**src/rtl/pwm_capture.sv**
```systemverilog
// pwm_capture: measures an incoming PWM pulse train and reports its high time
// and rising-to-rising period in prescaled ticks (1 us by default).
//
// Ports:
//   clk        in   system clock, all logic on posedge
//   reset_n    in   asynchronous active-low reset
//   pwm_in     in   asynchronous PWM input pin
//   high_time  out  last complete measured high time, ticks
//   period     out  last complete measured period, ticks
//   valid      out  one-clk pulse when high_time/period update
//   no_signal  out  1 while no complete measurement is current
module pwm_capture #(
    parameter int unsigned SYS_FREQ  = 100_000_000,
    parameter int unsigned TICK_FREQ = 1_000_000,
    parameter int unsigned CNT_W     = 16,
    parameter int unsigned TIMEOUT   = 50_000
) (
    input  logic             clk,
    input  logic             reset_n,
    input  logic             pwm_in,
    output logic [CNT_W-1:0] high_time,
    output logic [CNT_W-1:0] period,
    output logic             valid,
    output logic             no_signal
);

    localparam int unsigned Div   = SYS_FREQ / TICK_FREQ;
    localparam int unsigned PresW = (Div > 1) ? $clog2(Div) : 1;
    localparam logic [PresW-1:0] PresMax    = PresW'(Div - 1);
    localparam logic [CNT_W-1:0] TimeoutCnt = CNT_W'(TIMEOUT);
    localparam logic [CNT_W-1:0] CntMax     = {CNT_W{1'b1}};

    typedef enum logic [1:0] {
        StSync = 2'd0,
        StHigh = 2'd1,
        StLow  = 2'd2
    } state_e;

    // ------------------------------------------------------------------
    // Input synchronizer and edge detection
    // ------------------------------------------------------------------
    logic       sync1_q, sync2_q, prev_q;
    logic [1:0] prime_q, prime_d;
    logic       edge_en, rise, fall;

    // The synchronizer chain starts cleared, so a pin that is already high at
    // reset release would look like a rising edge. Edges are ignored until the
    // chain and the previous-value register hold real pin samples.
    assign prime_d = (prime_q == 2'd3) ? prime_q : prime_q + 2'd1;
    assign edge_en = (prime_q == 2'd3);
    assign rise    = edge_en & sync2_q & ~prev_q;
    assign fall    = edge_en & ~sync2_q & prev_q;

    always_ff @(posedge clk or negedge reset_n) begin
        if (!reset_n) begin
            sync1_q <= 1'b0;
            sync2_q <= 1'b0;
            prev_q  <= 1'b0;
            prime_q <= 2'd0;
        end else begin
            sync1_q <= pwm_in;
            sync2_q <= sync1_q;
            prev_q  <= sync2_q;
            prime_q <= prime_d;
        end
    end

    // ------------------------------------------------------------------
    // Free-running tick prescaler (not resynchronised to edges)
    // ------------------------------------------------------------------
    logic [PresW-1:0] presc_q, presc_d;
    logic             tick;

    assign tick    = (presc_q == PresMax);
    assign presc_d = tick ? '0 : presc_q + PresW'(1);

    always_ff @(posedge clk or negedge reset_n) begin
        if (!reset_n) begin
            presc_q <= '0;
        end else begin
            presc_q <= presc_d;
        end
    end

    // ------------------------------------------------------------------
    // Measurement FSM
    // ------------------------------------------------------------------
    state_e           state_q, state_d;
    logic [CNT_W-1:0] p_cnt_q, p_cnt_d;
    logic [CNT_W-1:0] h_lat_q, h_lat_d;
    logic [CNT_W-1:0] high_time_q, high_time_d;
    logic [CNT_W-1:0] period_q, period_d;
    logic             valid_q, valid_d;
    logic             no_signal_q, no_signal_d;
    logic [CNT_W-1:0] p_cnt_inc;
    logic             timed_out;

    // Count including this cycle's tick; saturates instead of wrapping.
    assign p_cnt_inc = (tick && (p_cnt_q != CntMax)) ? p_cnt_q + CNT_W'(1) : p_cnt_q;
    assign timed_out = (p_cnt_q >= TimeoutCnt);

    always_comb begin
        state_d     = state_q;
        p_cnt_d     = p_cnt_q;
        h_lat_d     = h_lat_q;
        high_time_d = high_time_q;
        period_d    = period_q;
        valid_d     = 1'b0;
        no_signal_d = no_signal_q;

        unique case (state_q)
            StSync: begin
                p_cnt_d = '0;
                if (rise) begin
                    state_d = StHigh;
                end
            end
            StHigh: begin
                p_cnt_d = p_cnt_inc;
                if (fall) begin
                    h_lat_d = p_cnt_inc;
                    state_d = StLow;
                end else if (timed_out) begin
                    state_d     = StSync;
                    p_cnt_d     = '0;
                    high_time_d = '0;
                    period_d    = '0;
                    no_signal_d = 1'b1;
                end
            end
            StLow: begin
                p_cnt_d = p_cnt_inc;
                // A rise beats a simultaneous timeout and completes the measurement.
                if (rise) begin
                    high_time_d = h_lat_q;
                    period_d    = p_cnt_inc;
                    valid_d     = 1'b1;
                    no_signal_d = 1'b0;
                    p_cnt_d     = '0;
                    state_d     = StHigh;
                end else if (timed_out) begin
                    state_d     = StSync;
                    p_cnt_d     = '0;
                    high_time_d = '0;
                    period_d    = '0;
                    no_signal_d = 1'b1;
                end
            end
            default: begin
                state_d = StSync;
                p_cnt_d = '0;
            end
        endcase
    end

    always_ff @(posedge clk or negedge reset_n) begin
        if (!reset_n) begin
            state_q     <= StSync;
            p_cnt_q     <= '0;
            h_lat_q     <= '0;
            high_time_q <= '0;
            period_q    <= '0;
            valid_q     <= 1'b0;
            no_signal_q <= 1'b1;
        end else begin
            state_q     <= state_d;
            p_cnt_q     <= p_cnt_d;
            h_lat_q     <= h_lat_d;
            high_time_q <= high_time_d;
            period_q    <= period_d;
            valid_q     <= valid_d;
            no_signal_q <= no_signal_d;
        end
    end

    assign high_time = high_time_q;
    assign period    = period_q;
    assign valid     = valid_q;
    assign no_signal = no_signal_q;

endmodule

```
**config.mk**
```make
export PLATFORM = sky130hd
export DESIGN_NAME = pwm_capture
export DESIGN_NICKNAME = d
export VERILOG_FILES = /design/src/rtl/pwm_capture.sv
export SDC_FILE = /design/constraint.sdc
export NUM_CORES = 1
export LEC_CHECK = 0
export CORE_UTILIZATION = 35
export DETAILED_ROUTE_END_ITERATION = 10
export SLEW_MARGIN = 20
export SYNTH_ARGS = -nofsm -noshare
export SYNTH_HDL_FRONTEND = slang
export SYNTH_SLANG_ARGS = --single-unit
```
**constraint.sdc**
```tcl
create_clock -name clk -period 3.4 [get_ports clk]
set_input_delay 0.68 -clock clk [delete_from_list [all_inputs] [get_ports clk]]
set_output_delay 0.68 -clock clk [all_outputs]
set_load 0.02 [all_outputs]
```
# After elaboration in Yosys (flattened, before gate mapping)
# Cells that the tools add are included.
# totals
word_cells,59
input_bits,3
reg_bits,80
# op_classes
reduce_logical,5
eq_ne,7
muxes,25
order_cmp,1
bitwise_logic,6
add_sub_neg,3
# ops
operator,n
2-to-1 mux 16 bit,10
case mux 16 bit (2 select lines),3
"adder 16 x 1 -> 16 bit, second input constant",1
"greater-or-equal comparator 16 bit, second input constant",1
"inequality test 16 bit, second input constant",1
2-to-1 mux 2 bit,4
"adder 7 x 1 -> 7 bit, second input constant",1
"equality test 7 bit, second input constant",1
2-to-1 mux 7 bit,1
case mux 2 bit (3 select lines),1
2-to-1 mux 1 bit,5
AND 1 bit,4
"equality test 2 bit, second input constant",2
"inequality test 2 bit, second input constant",2
AND reduction 2 bit,2
"adder 2 x 1 -> 2 bit, second input constant",1
"equality test 2 x 1 -> 1 bit, second input constant",1
zero test 2 bit,1
inverter 1 bit,2
case mux 1 bit (2 select lines),1
nonzero test 2 bit,1
logical AND 1 bit,1

# Longest topological paths before layout
# logic_depth
ltp_word,6
ltp_mapped,10

# Least setup slack after synthesis
# OpenSTA, ideal clock, no wires.
# synth_timing
path_kind,flip-flop to flip-flop
start,reg presc_q[0]
end,"reg period_q[14], in the netlist period[14]"
setup_ns,0.140
setup_slack_ns,1.534
required_ns,3.260
n_path_buf,0
t_arrival_ns,1.727
stages_incl_launch_ff,7
cell_sequence,dfrtp_1 -> ha_1 -> nand4bb_4 -> nor4_2 -> nand4_1 -> mux2i_1 -> o221ai_1
# synth_between
elab_chain_cells,5
# synth_lines
element,line_no,text
start: declaration,71,"logic [PresW-1:0] presc_q, presc_d;"
start signal: assignment,81,presc_q <= presc_d;
equality test 7 bit,74,assign tick = (presc_q == PresMax);
logical AND 1 bit,99,assign p_cnt_inc = (tick && (p_cnt_q != CntMax)) ? p_cnt_q + CNT_W'(1) : p_cnt_q;
2-to-1 mux 16 bit,99,
2-to-1 mux 16 bit,134,if (rise) begin
case mux 16 bit (2 select lines),111,unique case (state_q)
end signal: assignment,170,period_q <= period_d;
end: declaration,92,"logic [CNT_W-1:0] period_q, period_d;"
# Every way passes these cells.
# A chain may end at the register's enable or synchronous reset.

# Final worst setup path
# Same ends and word-level chain as after synthesis.

==> metrics <==
CTS sink cnt 80; Seq cells post-synth 80; Setup CP Type reg -> reg; Hold-fix buffers, CTS 0; total power 2.12 mW; Combinational Power Share 0.187; Seq/Total Area, Yosys 0.563; total die area 10600 um^2; Worst Hold Class in -> async; syn avg cell area 10.2 um^2; first-pass GRT wire length approximately 12000 um; fin crit period 2.39 ns; number of port buffers 36; CTS Buf Count 9; prevailing post-synth register cell dfrtp_1; Worst EP arrival 2.61 ns; max_slew headroom 0.509; DRC violations left 0; Pint 1.47 mW; Req. time, crit path 3.62 ns; Simple-Gate Fraction of Synth Area 0.210; H-tree level count 3; die height 103 um; Routed WL slightly above 7000 um; syn nets 361; Root Driver clkbuf_8; P_leak 1.68 nW; critical path launch point type flop; Final nets 393; CP Capture Type flop; vias per inst ~5.0; cts repair resizes 0; total gr overflow 0; mux contribution to synthesized area 0.00879; I/O pin count 37; Worst-path clk slew 0.09 ns; Clock Skew about 0.015 ns; xor-xnor portion of the synthesized cell area 0.0418; Clk network pwr share 0.316; Yosys Warn Count 0; drt pass-1 iters 4; largest family of logic cells by synthesized area simple AND/OR/NAND/NOR gates; crit share post-route 0.704; clock latency on the worst-skew pair 0.36 ns; routed length per instance 13.9 um; Synth cell types 47; Hold Slack 0.276 ns; initial antenna violation count 0; DRT iter0 DRCs 120; vias in the first global route ~2400; maximum clock path buffer count 2; net switching power 647 uW; layout cells sized above 1 0.0879; async set-reset flop share out of synthesis 1.00; routability cong. 0.747; Post-DP HPWL 4880 um; RSZ-0062 raised after global routing false; mapped cell area 3560 um^2; Worst Tran Pin Value 0.736 ns; Initial Util 0.363; register share of total power 0.497; sw frac 0.305; Setup Fix Bufs, Post-CTS 0; standard-cell row count 36; Final Max Tran Viols 0; Setup TNS 0 ns; Synth Area in Compound Gates 0.116; Mapped Cells 350; Final Hold Viols 0; Routed Antenna Nets 0; largest net degree at the start of global routing 81; core area between 9000 and 10000 um^2; CTS tree yes; routed via count 2576; Max IR drop VDD roughly 180 uV; # setup viols final 0; Fmax achieved 418 MHz; status finished clean; Max FO, Critical Path 6; P per Cell Area 499 nW/um^2; Antenna Cells 0; Syn-to-layout area delta 19.2%; DIE WIDTH 103 um; EDFF count, synth 0; max_cap viols 0; Total Routing Usage GR 0.150; post-synthesis adder-cell area fraction 0.0281
[cells in the mapped netlist, types with 2 or more instances]
library cell	count	share of area
nor4_2	4	0.014
o211ai_1	3	0.0063
nor4_1	2	0.0035
ha_1	8	0.028
a21o_1	2	0.0042
a211oi_1	13	0.027
nand3_1	10	0.014
clkbuf_1	9	0.0095
mux2i_1	2	0.0056
nor2_1	33	0.035
a211o_1	2	0.0049
o21ai_1	6	0.0084
nand4_1	7	0.012
o221ai_1	2	0.0049
buf_2	8	0.011
xor2_1	2	0.0049
and3_1	2	0.0035
or2_0	2	0.0035
nand2b_1	2	0.0035
dfrtp_1	79	0.56
nor3_1	4	0.0056
o21ai_0	13	0.018
and4_1	4	0.0098
a21oi_1	23	0.032
nand2_1	64	0.067
or4_1	2	0.0042
xnor2_1	15	0.037
inv_1	8	0.0084
[layout by cell type, fill, tap and decap left out, types with 3 or more instances in the layout]
master,count
ha_1,8
nor2_1,32
clkbuf_8,10
dfrtp_1,79
o211ai_1,3
nand2_1,64
o21ai_0,13
a21oi_1,23
inv_1,8
nor4_2,4
nand3_1,10
a211oi_1,13
nand4_1,7
clkinv_4,3
and4_1,4
clkdlybuf4s50_1,35
o21ai_1,6
buf_4,3
nor3_1,4
xnor2_1,15
[power groups by stage]
stage	Sequential, mW	Clock [mW]	Combinational [mW]
2_1_floorplan	1.13	0	0.169
3_3_place_gp	1.07	0	0.392
3_5_place_dp	1.07	0	0.396
4_1_cts	1.05	0.689	0.397
5_1_grt	1.06	0.721	0.441
6_report	1.05	0.669	0.395
[layout make-up]
class | count | area (um^2)
clock inverter | 6 | 51.3
timing repair buffer | 40 | 413
multi-input combinational | 243 | 1440
clock buffer | 10 | 138
sequential | 80 | 2000
tap | 133 | 166
fill | 970 | 5580
inverter | 8 | 30.0
[sequential cells by signal, indices dropped and copies added (netlist names)]
signal     count
prime_q        2
h_lat_q       16
sync1_q        1
period        16
high_time     16
no_signal      1
state_q        2
sync2_q        1
valid          1
presc_q        7
prev_q         1
p_cnt_q       16
[cell families after synthesis]
family / Yosys count
buffers and inverters: 27
flip-flops: 80
multiplexers: 3
AO/OA/AOI/OAI: 68
AND/OR/NAND/NOR: 147
adder cells (fa/ha/maj): 8
XOR/XNOR: 17
[path summary, 6_finish.rpt]
kind                                 endpoint       start  slack, ns  depth (start not counted)
worst max register to register     period[14]  presc_q[0]       1.01                          6
max in group asynchronous           period[0]     reset_n       2.52                          2
worst max-delay path               period[14]  presc_q[0]       1.01                          6
worst min-delay path            high_time[12]     reset_n       0.28                          1
min in group clk                      sync2_q     sync1_q       0.35                          0
worst min register to register        sync2_q     sync1_q       0.35                          0
[metrics by stage]
step                utilization  area (um^2)  std cells  setup slack, ns
floorplan                     -         3560        350             1.53
global placement          0.411         4040        503             1.10
detailed placement        0.411         4040        503             1.05
CTS                       0.430         4220        519             1.03
global route              0.432         4240        520            0.893
finish                    0.432         4240        520             1.01
[layer usage]
| layer | track usage | vias up | routed length, um |
|---|---|---|---|
| li1 | - | 1273 | - |
| met1 | 0.217 | 1247 | 3760 |
| met2 | 0.213 | 43 | 3050 |
| met3 | 0.0312 | 13 | 229 |
| met4 | 0.0758 | 0 | 173 |
| met5 | 0 | - | 0 |
[worst max-delay path, cell delays in order, from the launching register on]
cell	delay [ns]
dfrtp_1	0.39
ha_1	0.32
nand4bb_4	0.17
nor4_2	0.61
nand4_1	0.20
mux2i_1	0.37
o221ai_1	0.19
No activity file was read; power rests on OpenSTA's default activity.
